`src/rtl/locked_reg_write_ctrl_if.sv`:
```
`default_nettype none
// ============================================================================
// Module  : locked_reg_write_ctrl_if
// Brief   : Request handshake and register write bus of the lockable config
//           register write controller.
// Revision: 1.0 - initial release
// ============================================================================
interface locked_reg_write_ctrl_if #(
  parameter int DATA_W = 16
);
  logic              req_valid;
  logic              req_ready;
  logic [DATA_W-1:0] req_data;
  logic              req_lock;
  logic [DATA_W-1:0] wr_data;
  logic              wr_strobe;
  logic              lock_out;

  // master: requester that also observes the register write port
  modport master (
    output req_valid, req_data, req_lock,
    input  req_ready, wr_data, wr_strobe, lock_out
  );

  // slave: the write controller
  modport slave (
    input  req_valid, req_data, req_lock,
    output req_ready, wr_data, wr_strobe, lock_out
  );
endinterface
`default_nettype wire

```
`src/rtl/locked_reg_write_ctrl.sv`:
```
`default_nettype none
// ============================================================================
// Module  : locked_reg_write_ctrl
// Brief   : Queues config writes, applies the sticky lock policy and drives
//           spaced write strobes plus the Lock pulse into the config register.
// Revision: 1.0 - initial release
// ============================================================================
module locked_reg_write_ctrl #(
  parameter int DATA_W     = 16,
  parameter int FIFO_DEPTH = 4,
  parameter int VIOL_W     = 8
) (
  input  wire logic                        Clk,
  input  wire logic                        resetn,
  locked_reg_write_ctrl_if.slave           bus,
  input  wire logic                        scan_mode,
  input  wire logic                        debug_unlocked,
  output logic                             locked,
  output logic                             viol_pulse,
  output logic [VIOL_W-1:0]                viol_count,
  output logic [$clog2(FIFO_DEPTH):0]      fifo_level
);

  localparam int AW = $clog2(FIFO_DEPTH);
  localparam int EW = DATA_W + 1;

  localparam logic [2:0] S_IDLE   = 3'd0;
  localparam logic [2:0] S_LOAD   = 3'd1;
  localparam logic [2:0] S_STROBE = 3'd2;
  localparam logic [2:0] S_GAP    = 3'd3;
  localparam logic [2:0] S_DROP   = 3'd4;

  localparam logic [AW:0]       c_ptr_one  = {{AW{1'b0}}, 1'b1};
  localparam logic [VIOL_W-1:0] c_viol_one = {{(VIOL_W-1){1'b0}}, 1'b1};
  localparam logic [VIOL_W-1:0] c_viol_max = {VIOL_W{1'b1}};

  logic [EW-1:0]     r_fifo_mem [FIFO_DEPTH];
  logic [AW:0]       r_wr_ptr;
  logic [AW:0]       r_rd_ptr;
  logic              r_ready_en;
  logic [2:0]        r_state;
  logic [DATA_W-1:0] r_wr_data;
  logic              r_entry_lock;
  logic              r_locked;
  logic [VIOL_W-1:0] r_viol_count;

  logic              w_empty;
  logic              w_full;
  logic              w_req_ready;
  logic              w_push;
  logic              w_pop;
  logic [EW-1:0]     w_head;
  logic              w_bypass_ok;
  logic              w_grant;

  // Full when the indices match but the wrap bits differ.
  assign w_empty     = (r_wr_ptr == r_rd_ptr);
  assign w_full      = (r_wr_ptr[AW] != r_rd_ptr[AW]) &&
                       (r_wr_ptr[AW-1:0] == r_rd_ptr[AW-1:0]);
  // r_ready_en keeps req_ready low while reset is asserted.
  assign w_req_ready = r_ready_en & ~w_full;
  assign w_push      = bus.req_valid & w_req_ready;
  assign w_pop       = (r_state == S_IDLE) & ~w_empty;
  assign w_head      = r_fifo_mem[r_rd_ptr[AW-1:0]];
  assign w_bypass_ok = debug_unlocked & ~scan_mode;
  assign w_grant     = w_bypass_ok | ~r_locked;

  always_ff @(posedge Clk) begin
    if (w_push) begin
      r_fifo_mem[r_wr_ptr[AW-1:0]] <= {bus.req_lock, bus.req_data};
    end
  end

  always_ff @(posedge Clk or negedge resetn) begin
    if (!resetn) begin
      r_wr_ptr   <= '0;
      r_rd_ptr   <= '0;
      r_ready_en <= 1'b0;
    end else begin
      r_ready_en <= 1'b1;
      if (w_push) begin
        r_wr_ptr <= r_wr_ptr + c_ptr_one;
      end
      if (w_pop) begin
        r_rd_ptr <= r_rd_ptr + c_ptr_one;
      end
    end
  end

  // wr_data is captured at pop so it leads the strobe by one full cycle;
  // the violation count moves on entry to DROP so it is current during the pulse.
  always_ff @(posedge Clk or negedge resetn) begin
    if (!resetn) begin
      r_state      <= S_IDLE;
      r_wr_data    <= '0;
      r_entry_lock <= 1'b0;
      r_locked     <= 1'b0;
      r_viol_count <= '0;
    end else begin
      case (r_state)
        S_IDLE: begin
          if (w_pop) begin
            if (w_grant) begin
              r_wr_data    <= w_head[DATA_W-1:0];
              r_entry_lock <= w_head[DATA_W];
              r_state      <= S_LOAD;
            end else begin
              if (r_viol_count != c_viol_max) begin
                r_viol_count <= r_viol_count + c_viol_one;
              end
              r_state <= S_DROP;
            end
          end
        end
        S_LOAD:   r_state <= S_STROBE;
        S_STROBE: r_state <= S_GAP;
        S_GAP: begin
          if (r_entry_lock) begin
            r_locked <= 1'b1;
          end
          r_state <= S_IDLE;
        end
        S_DROP:   r_state <= S_IDLE;
        default:  r_state <= S_IDLE;
      endcase
    end
  end

  assign bus.req_ready = w_req_ready;
  assign bus.wr_data   = r_wr_data;
  assign bus.wr_strobe = (r_state == S_STROBE);
  assign bus.lock_out  = (r_state == S_GAP) & r_entry_lock;
  assign locked        = r_locked;
  assign viol_pulse    = (r_state == S_DROP);
  assign viol_count    = r_viol_count;
  assign fifo_level    = r_wr_ptr - r_rd_ptr;

endmodule
`default_nettype wire
```
`src/flat_wrapper.sv`:
```
// flat-port wrapper written by rule: the top's interface ports become plain ports
module locked_reg_write_ctrl_flat 
#(
  parameter int DATA_W     = 16,
  parameter int FIFO_DEPTH = 4,
  parameter int VIOL_W     = 8
)
  (Clk, resetn, scan_mode, debug_unlocked, locked, viol_pulse, viol_count, fifo_level, bus_req_valid, bus_req_data, bus_req_lock, bus_req_ready, bus_wr_data, bus_wr_strobe, bus_lock_out);
  locked_reg_write_ctrl_if #(.DATA_W(DATA_W)) bus_i ();
  input  wire logic Clk;
  input  wire logic resetn;
  input  wire logic scan_mode;
  input  wire logic debug_unlocked;
  output logic locked;
  output logic viol_pulse;
  output logic [VIOL_W-1:0] viol_count;
  output logic [$clog2(FIFO_DEPTH):0] fifo_level;
  input wire logic [$bits(bus_i.req_valid)-1:0] bus_req_valid;
  input wire logic [$bits(bus_i.req_data)-1:0] bus_req_data;
  input wire logic [$bits(bus_i.req_lock)-1:0] bus_req_lock;
  output wire logic [$bits(bus_i.req_ready)-1:0] bus_req_ready;
  output wire logic [$bits(bus_i.wr_data)-1:0] bus_wr_data;
  output wire logic [$bits(bus_i.wr_strobe)-1:0] bus_wr_strobe;
  output wire logic [$bits(bus_i.lock_out)-1:0] bus_lock_out;
  assign bus_i.req_valid = bus_req_valid;
  assign bus_i.req_data = bus_req_data;
  assign bus_i.req_lock = bus_req_lock;
  assign bus_req_ready = bus_i.req_ready;
  assign bus_wr_data = bus_i.wr_data;
  assign bus_wr_strobe = bus_i.wr_strobe;
  assign bus_lock_out = bus_i.lock_out;
  locked_reg_write_ctrl #(.DATA_W(DATA_W), .FIFO_DEPTH(FIFO_DEPTH), .VIOL_W(VIOL_W)) u_core (.Clk(Clk), .resetn(resetn), .bus(bus_i), .scan_mode(scan_mode), .debug_unlocked(debug_unlocked), .locked(locked), .viol_pulse(viol_pulse), .viol_count(viol_count), .fifo_level(fifo_level));
endmodule
```
`config.mk`:
```
export PLATFORM = sky130hd
export DESIGN_NAME = locked_reg_write_ctrl_flat
export DESIGN_NICKNAME = d
export VERILOG_FILES = /design/src/rtl/locked_reg_write_ctrl_if.sv /design/src/rtl/locked_reg_write_ctrl.sv /design/src/flat_wrapper.sv
export SDC_FILE = /design/constraint.sdc
export NUM_CORES = 1
export LEC_CHECK = 0
export ABC_AREA = 1
export ABC_CLOCK_PERIOD_IN_PS = 7600
export CORE_UTILIZATION = 45
export DETAILED_ROUTE_END_ITERATION = 8
export HOLD_SLACK_MARGIN = 0.12
export PLACE_DENSITY = 0.67
export SYNTH_ARGS = -nofsm -noshare
export SYNTH_HDL_FRONTEND = slang
export SYNTH_SLANG_ARGS = --single-unit
```
`constraint.sdc`:
```
create_clock -name Clk -period 7.6 [get_ports Clk]
set_clock_uncertainty 0.15 [all_clocks]
set_input_delay 1.52 -clock Clk [delete_from_list [all_inputs] [get_ports Clk]]
set_output_delay 1.52 -clock Clk [all_outputs]
set_load 0.05 [all_outputs]
```
==> summary.txt <==
Outcome
  – Status: completed

Global route
  – First-pass GRT wire length: 13400 um
  – Largest net degree at the start of global routing: 38
  – GRT Overall Usage: 17.41%
  – Global route overflow: 0
  – Via count of the first global-routing pass: 2797
  – Antenna violations before repair: 0

Clocking
  – H-tree Lvls: 3
  – Num CTS Buffers: 9
  – CTS resizes: 0
  – Cts hold-fix bufs: 0
  – Clock sinks: 104
  – Clk buf depth: 2
  – Clk_lat worst skew: 0.36 ns
  – CTS tree: built
  – Setup Fix Bufs, Post-CTS: 0
  – CTS root buf: clkbuf_8
  – Clock transition at path regs: 0.09 ns

Worst setup path
  – Slowest cell on crit path: dfrtp_1
  – Most frequent CP cell: inv_2
  – WS Path Type: reg2out
  – Crit path DAT: 3.22 ns
  – Reg-to-reg slack, setup: 4.49 ns
  – CP required: 5.93 ns
  – Worst Setup End Kind: primary output
  – Critical Path Start Type: flip-flop
  – Crit-path cells: inv_2 > ha_1 > nand2_1 > inv_2 > a21boi_2 > clkdlybuf4s50_1
  – Max FO, Critical Path: 20
  – CP delay by family, top: buffers and inverters
  – Total buffers and inverters traversed by the critical path: 3
  – Max incr delay on CP: 0.91 ns

Logic synthesis
  – Post-synth cell types: 31
  – Yosys warns: 0
  – Cell Area, Synth: 4481 um2
  – Post-synth top area cell: edfxtp_1
  – Syn nets: 442
  – Register bit total from synthesis: 104
  – Syn Area/Cell: 10.90 um2
  – Post-Syn Instances: 411
  – Seq/Total Area, Yosys: 65.68%
  – Synth top area share: 45.57%
  – Top cells by area, synth: edfxtp_1, dfrtp_1, nand2_1

Layout
  – Diodes inserted: 0
  – Share of cells above drive strength 1: 12.10%
  – FILL cells: 840
  – P&R area growth vs syn: 18.91%
  – Design Area, Final: 5328 um2
  – Net count reported at finish: 497

Timing
  – Fin crit period: 4.892 ns
  – Final hold viol count: 0
  – Final setup margin: 2.708 ns
  – Fin. max-slew vios: 0
  – Tcrit/Tclk final: 64.37%
  – Unrepaired setup endpoints after global routing: false
  – Worst-Margin Slew: 0.8611 ns
  – Final TNS setup: 0 ns
  – Rel. slew slack: 42.59%
  – Final setup violation count: 0
  – Max Freq: 0.2044 GHz

Placed design
  – Port Buffer Count: 53
  – DP Wirelength: 5247 um
  – Dpl ws: 3.102 ns
  – RePlAce Congestion: 0.8198
  – Placed inst area: 5112 um2

Pwr
  – Leakage: 2.214 nW
  – Cell Pwr Density: 416.8 nW/um2
  – Max VDD drop: 0.2181 mV

Floorplanning
  – Die X: 101.8 um
  – Io pins: 54
  – Row count: 36
  – Die area: 10360 um2
  – Chip height: 101.8 um
  – Initial core utilization: 46.05%
  – Core Area: 9729 um2

Detailed routing
  – DRT Wirelength: 8209 um
  – Vias post-DR: 2907
  – Per-cell routed wire length: 13.59 um
  – Post-DRT Antenna Nets: 0
  – Vias per cell: 4.813
  – Initial DRT Pass Iterations: 4
  – DRC viols: 0
  – Iter 0 DRT Violations: 87

Run
  – # Max-Cap Violations: 0

Min path
  – Hold WC Path Type: reg2reg
cells in the final DEF, fill, tap and decap left out, drive strengths merged:
master,count
or2,1
clkbuf,11
ha,8
inv,27
clkdlybuf4s50,52
nand3,45
dfrtp,36
buf,5
xnor2,1
edfxtp,68
nand2,165
nand4,2
clkinv,2
fa,1
clkinvlp,2
bufinv,2
a21boi,1
a21oi,2
nand3b,1
nor3,1
o21ai,22
xor2,4
conb,1
nor2,11
final timing paths:
check | from | endpoint | depth (start not counted)
min in group asynchronous | resetn | u_core.r_state[0] | 1
worst max-delay path | u_core.r_rd_ptr[1] | bus_req_ready | 6
worst max register to register | u_core.r_rd_ptr[1] | u_core.r_fifo_mem[3][5] | 7
worst min-delay path | u_core.r_state[2] | u_core.r_state[1] | 1
max in group asynchronous | resetn | u_core.bus.wr_data[7] | 1
worst min register to register | u_core.r_state[2] | u_core.r_state[1] | 1
cell type report:
class	count	area (um2)	area share, %
timing repair buffer	57	555.5	10.43
multi-input combinational	266	1341	25.18
clock buffer	11	131.4	2.466
inverter	28	106.4	1.996
sequential	104	2943	55.24
clock inverter	5	83.83	1.574
tap	133	166.4	3.124
worst register-to-register path, delay by kind of cell, from the launching register on:
family / cells / cell delay [ns]
flip-flops: 1 / 0.91
buffers and inverters: 3 / 1.04
AND/OR/NAND/NOR: 3 / 0.25
adder cells (fa/ha/maj): 1 / 0.39
registers in the layout, summed over array words and instances, names as in the netlist:
register	flops
u_core.r_ready_en	1
u_core.r_wr_ptr	3
u_core.r_state	3
u_core.r_rd_ptr	3
u_core.r_fifo_mem	68
u_core.viol_count	8
u_core.r_entry_lock	1
u_core.bus.wr_data	16
u_core.locked	1
layer usage:
metal | part of all wire (%) | track usage [%] | vias up
met5 | 0 | 0 | -
met4 | 0.77 | 5.351 | 0
met3 | 4.0 | 4.003 | 6
met2 | 50 | 29.11 | 57
met1 | 45 | 22.63 | 1387
li1 | - | - | 1457
kinds of logic after synthesis:
group | Yosys count | synth area share, %
flip-flops | 104 | 65.68
XOR/XNOR | 5 | 0.9773
AO/OA/AOI/OAI | 25 | 4.607
other | 1 | 0.08370
buffers and inverters | 41 | 4.384
AND/OR/NAND/NOR | 226 | 21.59
adder cells (fa/ha/maj) | 9 | 2.681
cell usage after synthesis, drive strengths merged:
master and count:
dfrtp 36, o21ai 22, fa 1, nand2 165, clkbuf 1, nor2 11, buf 12, edfxtp 68
conb 1, xor2 4, inv 27, or2 1, nand4 2, a21oi 2, a21boi 1, clkinv 1
ha 8, nor3 1, xnor2 1, nand3b 1, nand3 45
metrics by stage:
| stage | utilization [%] | total power, mW | hold WS, ns | instances |
|---|---|---|---|---|
| after floorplan | - | 1.594 | 0.2588 | 411 |
| after global placement | 52.55 | 1.858 | 0.2687 | 588 |
| after detailed placement | 52.55 | 1.880 | 0.2816 | 588 |
| after CTS | 54.76 | 2.248 | 0.2970 | 604 |
| after global routing | 54.76 | 2.375 | 0.3116 | 604 |
| final | 54.76 | 2.220 | 0.2883 | 604 |
power by group:
group,switching [mW],total [mW],internal (mW)
clock,0.180,0.367,0.186
combinational,0.717,1.05,0.328
sequential,0.0829,0.808,0.725
(Power assumes the default switching activity.)
